**config.mk**
```make
export PLATFORM = sky130hd
export DESIGN_NAME = align_pp_pipe_flat
export DESIGN_NICKNAME = d
export VERILOG_FILES = /design/src/rtl/mac_pkg.sv /design/src/rtl/align_pp_pipe_if.sv /design/src/rtl/align_lane.sv /design/src/rtl/align_pp_pipe.sv /design/src/flat_wrapper.sv
export SDC_FILE = /design/constraint.sdc
export NUM_CORES = 1
export LEC_CHECK = 0
export ABC_AREA = 1
export CAP_MARGIN = 25
export CORE_UTILIZATION = 30
export DETAILED_ROUTE_END_ITERATION = 10
export DONT_BUFFER_PORTS = 1
export GPL_TIMING_DRIVEN = 0
export PLACE_DENSITY = 0.4
export SYNTH_ARGS = -nofsm -noshare
export SYNTH_HDL_FRONTEND = slang
export SYNTH_SLANG_ARGS = --single-unit
```
**constraint.sdc**
```tcl
create_clock -name clk -period 3.2 [get_ports clk]
set_clock_uncertainty 0.15 [all_clocks]
set_input_delay 0.32 -clock clk [delete_from_list [all_inputs] [get_ports clk]]
set_output_delay 0.32 -clock clk [all_outputs]
set_load 0.02 [all_outputs]
```
**src/rtl/mac_pkg.sv**
```systemverilog
// Shared MAC-subsystem constants and flattened-bus helpers for the
// partial-product alignment path.
package mac_pkg;

  localparam int PP_W_DEF    = 3;
  localparam int EXP_W_DEF   = 6;
  localparam int ALIGN_W_DEF = 15;
  localparam int MAG_W_DEF   = ALIGN_W_DEF - 1;

  // Widest flattened bus and widest lane the slice helper handles.
  localparam int BUS_MAX   = 256;
  localparam int SLICE_MAX = 32;

  function automatic logic [SLICE_MAX-1:0] lane_slice(
    input logic [BUS_MAX-1:0] bus,
    input int                 idx,
    input int                 w
  );
    logic [BUS_MAX-1:0] mask;
    mask = ~({BUS_MAX{1'b1}} << w);
    return SLICE_MAX'((bus >> (idx * w)) & mask);
  endfunction

endpackage

```
**src/rtl/align_pp_pipe_if.sv**
```systemverilog
// Valid/ready bus between the partial-product generator, the aligner and
// the adder tree.
interface align_pp_pipe_if
  import mac_pkg::*;
#(
  parameter int N_LANE  = 4,
  parameter int PP_W    = PP_W_DEF,
  parameter int EXP_W   = EXP_W_DEF,
  parameter int ALIGN_W = ALIGN_W_DEF
) ();

  logic                        in_valid;
  logic                        in_ready;
  logic [N_LANE-1:0]           in_sign;
  logic [N_LANE*PP_W-1:0]      in_mag;
  logic [N_LANE*EXP_W-1:0]     in_exp;
  logic [N_LANE-1:0]           in_zero;
  logic                        out_valid;
  logic                        out_ready;
  logic [N_LANE*ALIGN_W-1:0]   align_pp;
  logic [N_LANE-1:0]           sticky;
  logic [EXP_W-1:0]            max_exp;

  modport master (
    output in_valid, in_sign, in_mag, in_exp, in_zero, out_ready,
    input  in_ready, out_valid, align_pp, sticky, max_exp
  );

  modport slave (
    input  in_valid, in_sign, in_mag, in_exp, in_zero, out_ready,
    output in_ready, out_valid, align_pp, sticky, max_exp
  );

endinterface

```
**src/rtl/align_lane.sv**
```systemverilog
// One lane of the aligner: right-shift a sign/magnitude partial product to
// the beat's maximum exponent, collect sticky, convert to two's complement.
module align_lane
  import mac_pkg::*;
#(
  parameter int PP_W    = PP_W_DEF,
  parameter int EXP_W   = EXP_W_DEF,
  parameter int ALIGN_W = ALIGN_W_DEF
) (
  input  logic [EXP_W-1:0]          diff,
  input  logic [PP_W-1:0]           mag,
  input  logic                      sign,
  input  logic                      zero,
  output logic signed [ALIGN_W-1:0] lane,
  output logic                      sticky
);

  localparam int M = ALIGN_W - 1;

  function automatic logic signed [ALIGN_W-1:0] negate(input logic [ALIGN_W-1:0] v);
    return -$signed(v);
  endfunction

  logic [M-1:0]       ext;
  logic [M-1:0]       shifted;
  logic [M-1:0]       below;
  logic [ALIGN_W-1:0] mag_ext;

  always_comb begin
    ext     = {mag, {(M-PP_W){1'b0}}};
    shifted = '0;
    below   = '0;
    lane    = '0;
    sticky  = 1'b0;
    // Shifting by M or more empties the lane; every magnitude bit is lost.
    if (32'(diff) >= M) begin
      below = ext;
    end else begin
      shifted = ext >> diff;
      below   = ext & ~({M{1'b1}} << diff);
    end
    mag_ext = {1'b0, shifted};
    if (!zero) begin
      lane   = sign ? negate(mag_ext) : $signed(mag_ext);
      sticky = |below;
    end
  end

endmodule

```
**src/rtl/align_pp_pipe.sv**
```systemverilog
// Two-stage multi-lane partial-product aligner: max-exponent search in stage
// A, per-lane shift/sticky/negate in stage B, valid/ready on both ends.
module align_pp_pipe
  import mac_pkg::*;
#(
  parameter int N_LANE  = 4,
  parameter int PP_W    = PP_W_DEF,
  parameter int EXP_W   = EXP_W_DEF,
  parameter int ALIGN_W = ALIGN_W_DEF
) (
  input  logic          clk,
  input  logic          rst_n,
  align_pp_pipe_if.slave bus
);

  logic                      vld_p0, vld_p1;
  logic                      adv_a, adv_b;
  logic [N_LANE-1:0]         sign_p0, zero_p0;
  logic [N_LANE*PP_W-1:0]    mag_p0;
  logic [N_LANE*EXP_W-1:0]   exp_p0;
  logic [EXP_W-1:0]          exp_l, max_in, max_p0, max_p1;
  logic [N_LANE*ALIGN_W-1:0] align_nxt, align_p1;
  logic [N_LANE-1:0]         sticky_nxt, sticky_p1;

  assign adv_b        = ~vld_p1 | bus.out_ready;
  assign adv_a        = ~vld_p0 | adv_b;
  assign bus.in_ready = adv_a;

  always_comb begin
    max_in = '0;
    exp_l  = '0;
    for (int i = 0; i < N_LANE; i++) begin
      exp_l = EXP_W'(lane_slice(BUS_MAX'(bus.in_exp), i, EXP_W));
      if (!bus.in_zero[i] && exp_l > max_in) max_in = exp_l;
    end
  end

  // Stage A: capture the beat and its maximum exponent.
  always_ff @(posedge clk or negedge rst_n) begin
    if (!rst_n) begin
      vld_p0  <= 1'b0;
      sign_p0 <= '0;
      zero_p0 <= '0;
      mag_p0  <= '0;
      exp_p0  <= '0;
      max_p0  <= '0;
    end else if (adv_a) begin
      vld_p0 <= bus.in_valid;
      if (bus.in_valid) begin
        sign_p0 <= bus.in_sign;
        zero_p0 <= bus.in_zero;
        mag_p0  <= bus.in_mag;
        exp_p0  <= bus.in_exp;
        max_p0  <= max_in;
      end
    end
  end

  for (genvar g = 0; g < N_LANE; g++) begin : g_lane
    logic [EXP_W-1:0]          diff;
    logic signed [ALIGN_W-1:0] lane;

    assign diff = max_p0 - EXP_W'(lane_slice(BUS_MAX'(exp_p0), g, EXP_W));

    align_lane #(
      .PP_W    (PP_W),
      .EXP_W   (EXP_W),
      .ALIGN_W (ALIGN_W)
    ) u_lane (
      .diff   (diff),
      .mag    (PP_W'(lane_slice(BUS_MAX'(mag_p0), g, PP_W))),
      .sign   (sign_p0[g]),
      .zero   (zero_p0[g]),
      .lane   (lane),
      .sticky (sticky_nxt[g])
    );

    assign align_nxt[g*ALIGN_W +: ALIGN_W] = lane;
  end

  // Stage B: register the aligned lanes for the adder tree.
  always_ff @(posedge clk or negedge rst_n) begin
    if (!rst_n) begin
      vld_p1    <= 1'b0;
      align_p1  <= '0;
      sticky_p1 <= '0;
      max_p1    <= '0;
    end else if (adv_b) begin
      vld_p1 <= vld_p0;
      if (vld_p0) begin
        align_p1  <= align_nxt;
        sticky_p1 <= sticky_nxt;
        max_p1    <= max_p0;
      end
    end
  end

  assign bus.out_valid = vld_p1;
  assign bus.align_pp  = align_p1;
  assign bus.sticky    = sticky_p1;
  assign bus.max_exp   = max_p1;

endmodule

```
**src/flat_wrapper.sv**
```systemverilog
// flat-port wrapper written by rule: the top's interface ports become plain ports
module align_pp_pipe_flat import mac_pkg::*;
#(
  parameter int N_LANE  = 4,
  parameter int PP_W    = PP_W_DEF,
  parameter int EXP_W   = EXP_W_DEF,
  parameter int ALIGN_W = ALIGN_W_DEF
)
  (clk, rst_n, bus_in_valid, bus_in_sign, bus_in_mag, bus_in_exp, bus_in_zero, bus_out_ready, bus_in_ready, bus_out_valid, bus_align_pp, bus_sticky, bus_max_exp);
  align_pp_pipe_if #(.N_LANE(N_LANE), .PP_W(PP_W), .EXP_W(EXP_W), .ALIGN_W(ALIGN_W)) bus_i ();
  input  logic clk;
  input  logic rst_n;
  input wire logic [$bits(bus_i.in_valid)-1:0] bus_in_valid;
  input wire logic [$bits(bus_i.in_sign)-1:0] bus_in_sign;
  input wire logic [$bits(bus_i.in_mag)-1:0] bus_in_mag;
  input wire logic [$bits(bus_i.in_exp)-1:0] bus_in_exp;
  input wire logic [$bits(bus_i.in_zero)-1:0] bus_in_zero;
  input wire logic [$bits(bus_i.out_ready)-1:0] bus_out_ready;
  output wire logic [$bits(bus_i.in_ready)-1:0] bus_in_ready;
  output wire logic [$bits(bus_i.out_valid)-1:0] bus_out_valid;
  output wire logic [$bits(bus_i.align_pp)-1:0] bus_align_pp;
  output wire logic [$bits(bus_i.sticky)-1:0] bus_sticky;
  output wire logic [$bits(bus_i.max_exp)-1:0] bus_max_exp;
  assign bus_i.in_valid = bus_in_valid;
  assign bus_i.in_sign = bus_in_sign;
  assign bus_i.in_mag = bus_in_mag;
  assign bus_i.in_exp = bus_in_exp;
  assign bus_i.in_zero = bus_in_zero;
  assign bus_i.out_ready = bus_out_ready;
  assign bus_in_ready = bus_i.in_ready;
  assign bus_out_valid = bus_i.out_valid;
  assign bus_align_pp = bus_i.align_pp;
  assign bus_sticky = bus_i.sticky;
  assign bus_max_exp = bus_i.max_exp;
  align_pp_pipe #(.N_LANE(N_LANE), .PP_W(PP_W), .EXP_W(EXP_W), .ALIGN_W(ALIGN_W)) u_core (.clk(clk), .rst_n(rst_n), .bus(bus_i));
endmodule
```
-- Yosys cells after proc, flatten, opt, wreduce, memory -nomap -nowiden
Index checks and enable logic that the tools add are counted.
W data, S select, Z words.
- $add $sub $neg: 8
- multiply operators: 0
- div/mod/pow operators: 0
- $lt $le $gt $ge: 8
- equal/unequal tests: 0
- shifts and indexed selects: 8
- multiplexer cells: 24
- bitwise operators: 12
- reduce and logical (&&, ||, !) cells: 14
- operators with widths (operator ; number):
    $mux W15 ; 8
    $mux W14 ; 8
    $neg A14 Y15 ; 4
    $and A14 B14 Y14 ; 4
    $not A14 Y14 ; 4
    $reduce_or A14 Y1 ; 4
    $shl A14 B6 Y14 const A ; 4
    $shr A14 B6 Y14 ; 4
    $ge A6 B4 Y1 const B ; 4
    $mux W6 ; 4
    $sub A6 B6 Y6 ; 4
    $gt A6 B6 Y1 ; 3
    $gt A6 B1 Y1 const B ; 1
    $logic_and A1 B1 Y1 ; 4
    $logic_not A1 Y1 ; 4
    $mux W1 ; 4
    $reduce_and A2 Y1 ; 2
    $not A1 Y1 ; 2
    $or A1 B1 Y1 ; 2
- register bits after elaboration: 122
- bits in latches: 0
- bits in writable memories: 0
- bits in read-only memories: 0
- output and inout bits: 72
- logic and storage cells: 84
- memories kept: 0

-- Logic depth before layout (Yosys ltp)
- word-level depth: 12
- gate-level depth with buffers: 37

-- Modules after synthesis
Synthesis repeated with hierarchy kept, for this count alone.
- cell total of the unflattened synthesis: 1239
- area total of the unflattened synthesis: 9278.9 µm²
- modules (own cells, without submodules) (module ; instances ; cells each ; area an instance (µm²) ; sequential area each (µm²)):
    align_pp_pipe ; 1 ; 603 ; 6105.9 ; 3052.9
    align_lane ; 4 ; 159 ; 793.3 ; 0.0

-- Worst setup path after synthesis
No wires, ideal clock.
- path type: input -> register
- start: input bus_in_exp[5]
- end: register u_core.max_p0[1]
- setup time: 0.117 ns
- arrival time: 4.227 ns
- data required time: 2.933 ns
- slack: -1.294 ns
- cell stages on the path: 36
- path through: inv_1 -> nand4_1 -> nand2_1 -> inv_1 -> nand2_1 -> ha_1 -> nand2_1 -> inv_1 -> o21ai_0 -> o211ai_1 -> nand2_1 -> clkbuf_1 -> nand3_1 -> o21ai_0 -> inv_1 -> ha_1 -> nand2_1 -> inv_1 -> nand2_1 -> inv_1 -> a21boi_0 -> nand2_1 -> nand2_1 -> nand2_1 -> and2_1 -> ha_1 -> nand2_1 -> nor2_1 -> nand2_1 -> o221ai_1 -> nand3_1 -> clkbuf_1 -> o21ai_0 -> inv_1 -> nand2_1 -> nand2_1
- word-level cells in the longest chain between the ends: 12
- ends and longest elaborated chain (item ; RTL line ; text):
    start: declaration ; flat_wrapper.sv:16 ; input wire logic [$bits(bus_i.in_exp)-1:0] bus_in_exp;
    $gt A6 B1 Y1 ; align_pp_pipe.sv:34 ; if (!bus.in_zero[i] && exp_l > max_in) max_in = exp_l;
    $logic_and A1 B1 Y1 ; align_pp_pipe.sv:34 ;
    $mux W6 (*) ; align_pp_pipe.sv:34 ;
    $gt A6 B6 Y1 ; align_pp_pipe.sv:34 ;
    $logic_and A1 B1 Y1 ; align_pp_pipe.sv:34 ;
    $mux W6 (*) ; align_pp_pipe.sv:34 ;
    $gt A6 B6 Y1 ; align_pp_pipe.sv:34 ;
    $logic_and A1 B1 Y1 ; align_pp_pipe.sv:34 ;
    $mux W6 (*) ; align_pp_pipe.sv:34 ;
    $gt A6 B6 Y1 ; align_pp_pipe.sv:34 ;
    $logic_and A1 B1 Y1 ; align_pp_pipe.sv:34 ;
    $mux W6 (*) ; align_pp_pipe.sv:34 ;
    end signal: assignment ; align_pp_pipe.sv:54 ; max_p0 <= max_in;
    end: declaration ; align_pp_pipe.sv:21 ; logic [EXP_W-1:0] exp_l, max_in, max_p0, max_p1;
Mark *: on every way between the ends. The rest lies on a longest branch, timed or not.
A chain may end at the register's enable or synchronous reset.

-- Worst setup path after layout
- start: input bus_in_exp[3]
- end: register u_core.max_p0[4]
The elaborated chain is that of the path after synthesis.

==> results.md <==
* Starting Density at 30.71%
* End of the critical path: u_core.max_p0[4]
* Sequential share of power at 28.3%
* R2R Path Start: u_core.max_p0[2]
* Max IR drop VDD at 383.6 µV
* Pwr/cell area at 879.8 nW/µm²
* Worst slack, placed at -1.620 ns
* Fmax at 0.2495 GHz
* Post-Syn Instances at 1296
* Startpoint types: input pin
* Critical path class: input pin to register
* Area of the multi-input gates at approximately 5600 µm²
* I/O pin cnt at 120
* H-tree levels at 4
* Reg2Reg Depth at 19
* Total Power at 9903 µW
* Top-area cell type share of the netlist area at 34.36%
* Worst setup margin at -0.8086 ns
* Failing checks: hold timing, setup timing
* Asr flop ratio synth at 100.0%
* Yosys cell types at 45
* Critical R2R Capture: u_core.bus.align_pp[27]
* WP data arrival at 4.18 ns
* Leakage at 0.005966 µW
* FF+latch count, synth at around 120
* CTS tree: yes
* Most frequent cells after synthesis: nand2_1, nand3_1, inv_1
* Tmin final at 4.009 ns
* Mapped Nets at 1389
* First-pass GRT wire length at 47740 µm
* Util after Layout at ~39%
* Die Height at roughly 170 µm
* # rows at 62
* I/O Buffers at 0
* CTS clock-pin slew for the worst setup and hold paths at 0.06 ns
* Total number of vias at 8538
* Post-Synthesis Cell Area at between 8000 and 9000 µm²
* Residual DRC count at 0
* Final Slew Violations at 0
* Cell taking the most area after synthesis: dfrtp_1
* Critical path capture point type: register
* Clk_lat worst skew at 0.43 ns
* CP Data Required Time at ~3.4 ns
* DRT antenna net count at 0
* Chip width at 174.1 µm
* Count of final setup violators at 13
* Clock Tree Buf Depth at 2
* Total negative slack at -4.978 ns
* DP Area at 9429 µm²
* Final Hold Vio Count at 122
* Max-slew headroom at 43.99%
* Hold Crit Class: input pin to asynchronous set/reset pin
* GPL Wtd Cong at 0.8540
* Internal power at 5082 µW
* Worst path slowest cell: a21oi_4
* Layout cell share with drive strength beyond 1 at about 16%
* Antenna violations before repair at 0
* Ant diodes at 0
* Fillers at 3077
* Crit-path most repeated cell: nand2_2
* Num Clock Sinks at 122
* Fin Hold WS at -0.5615 ns
* Top cells by area, synth: dfrtp_1, nand2_1, nand3_1
* Status: finished, violations left
* Post-synth EDFFs at 0
* Post-synth top flop: dfrtp_1
* Number of max-cap violations at 0
* Wire per inst at 16.55 µm
* YS warnings at 0
* Count leader, synth: nand2_1
* Sw Share at 48.68%
* Wirelength, routed at between 20000 and 30000 µm
* Gr usage total at 20.26%
* Vias in the first global route at 8463
* Vias per Instance at 4.781
* Clock root cell: clkbuf_16
* Unrepaired setup endpoints after global routing: yes
* CP Launch Point: bus_in_exp[3]
* CP max stage delay at ~0.29 ns
* Avg Synthesized Cell Area at 6.856 µm²
* Comb pwr share at 49.8%
* CTS buffer count at 17
* Cell area after layout at 11260 µm²
* Core Footprint at 28940 µm²
* Largest net degree at the start of global routing at about 120
* Nets at 1483
* Least-Margin Pin Slew at 0.8401 ns
* Clk pwr share at 21.9%
* Grt total ovfl at 0
* Worst R2R Setup Slack at -0.12 ns
* Total die area at 30310 µm²
* First-pass detailed-route iteration total at 5
* Area Overhead vs Synth at 26.69%
* Hpwl dp at about 22000 µm
* Worst-path maximum fanout at 7
* Final period util at 125.3%
* Sequential share of the synthesized area at 34.36%
* Detailed Route Iter0 Violations at 487
* Switch Pwr at 4821 µW
* Reg area at 3054 µm²
==> worst min-delay path by stage <==
stage	from	end	slack (ns)	cells after the start
after floorplan	rst_n	u_core.bus.align_pp[0]	-0.13	0
after global placement	rst_n	u_core.bus.align_pp[33]	-0.12	0
after detailed placement	rst_n	u_core.bus.align_pp[33]	-0.12	0
after CTS	rst_n	u_core.exp_p0[1]	-0.58	0
after global routing	rst_n	u_core.exp_p0[1]	-0.59	0
final	rst_n	u_core.bus.align_pp[33]	-0.56	0
==> cells by family after synthesis <==
family | synth area share (%)
AND/OR/NAND/NOR | 39.68
AO/OA/AOI/OAI | 8.224
buffers and inverters | 8.266
flip-flops | 34.36
adder cells (fa/ha/maj) | 6.675
XOR/XNOR | 2.788
==> routing by layer <==
metal	track usage, %	vias up	wire (µm)
met5	0	-	0
met4	6.287	0	601
met3	4.462	32	1280
met2	30.60	165	12800
met1	28.58	3944	14870
li1	-	4397	-
==> state kept, by name, summed over array words and instances (netlist names) <==
name / cells
u_core.mag_p0: 12
u_core.max_p0: 6
u_core.sign_p0: 4
u_core.exp_p0: 24
u_core.bus.max_exp: 6
u_core.bus.out_valid: 1
u_core.bus.sticky: 4
u_core.vld_p0: 1
u_core.zero_p0: 4
u_core.bus.align_pp: 60
==> cells in the final DEF, fill, tap and decap left out, types with 10 or more instances in the layout <==
| cell type | instances |
|---|---|
| nand2_1 | 454 |
| nand3_1 | 147 |
| inv_1 | 137 |
| dfrtp_1 | 121 |
| o21ai_0 | 76 |
| nor2_1 | 51 |
| dlygate4sd3_1 | 43 |
| buf_4 | 31 |
| nand4_1 | 27 |
| clkbuf_1 | 23 |
| ha_1 | 23 |
| nand2_2 | 22 |
| nand3_2 | 19 |
| clkbuf_16 | 17 |
| a21oi_1 | 16 |
| xor2_1 | 14 |
| ha_4 | 14 |
| inv_2 | 12 |
| o21ai_1 | 12 |
| o21ai_2 | 10 |
==> per-stage QoR <==
stage               cells  hold slack (ns)
floorplan            1296          -0.1256
global placement     1680          -0.1203
detailed placement   1680          -0.1208
CTS                  1778          -0.5779
global route         1786          -0.5873
finish               1786          -0.5615
==> what timing repair did <==
action                     CTS  global route
setup buffers               23             7
pin swaps                   32            25
hold buffers                42             1
gates resized for setup     63            43
setup endpoints to repair   43            51
hold endpoints to repair   170           124
cloned                       2             0
==> final cells by class <==
class | count | area share (%)
Multi-Input combinational cell | 984 | 49.82
Sequential cell | 122 | 27.13
Timing Repair Buffer | 75 | 6.136
Inverter | 155 | 5.391
Tap cell | 384 | 4.269
Clock buffer | 19 | 3.935
Clock inverter | 12 | 1.756
Buffer | 35 | 1.556
==> power by group through the flow <==
stage	Combinational [µW]	Clock, µW	Sequential (µW)
final	4930	2170	2800
after detailed placement	4520	0	2840
after global placement	4520	0	2830
after CTS	4840	2210	2820
after global routing	5630	2300	2870
after floorplan	3570	0	2680
==> worst max-delay path: cells and delay by family <==
family / cells / cell delay [ns]
compound gates: 6 / 0.88
fa+ha+maj: 3 / 0.71
buf+inv: 10 / 0.95
simple gates: 14 / 1.31
(Power assumes the default switching activity.)
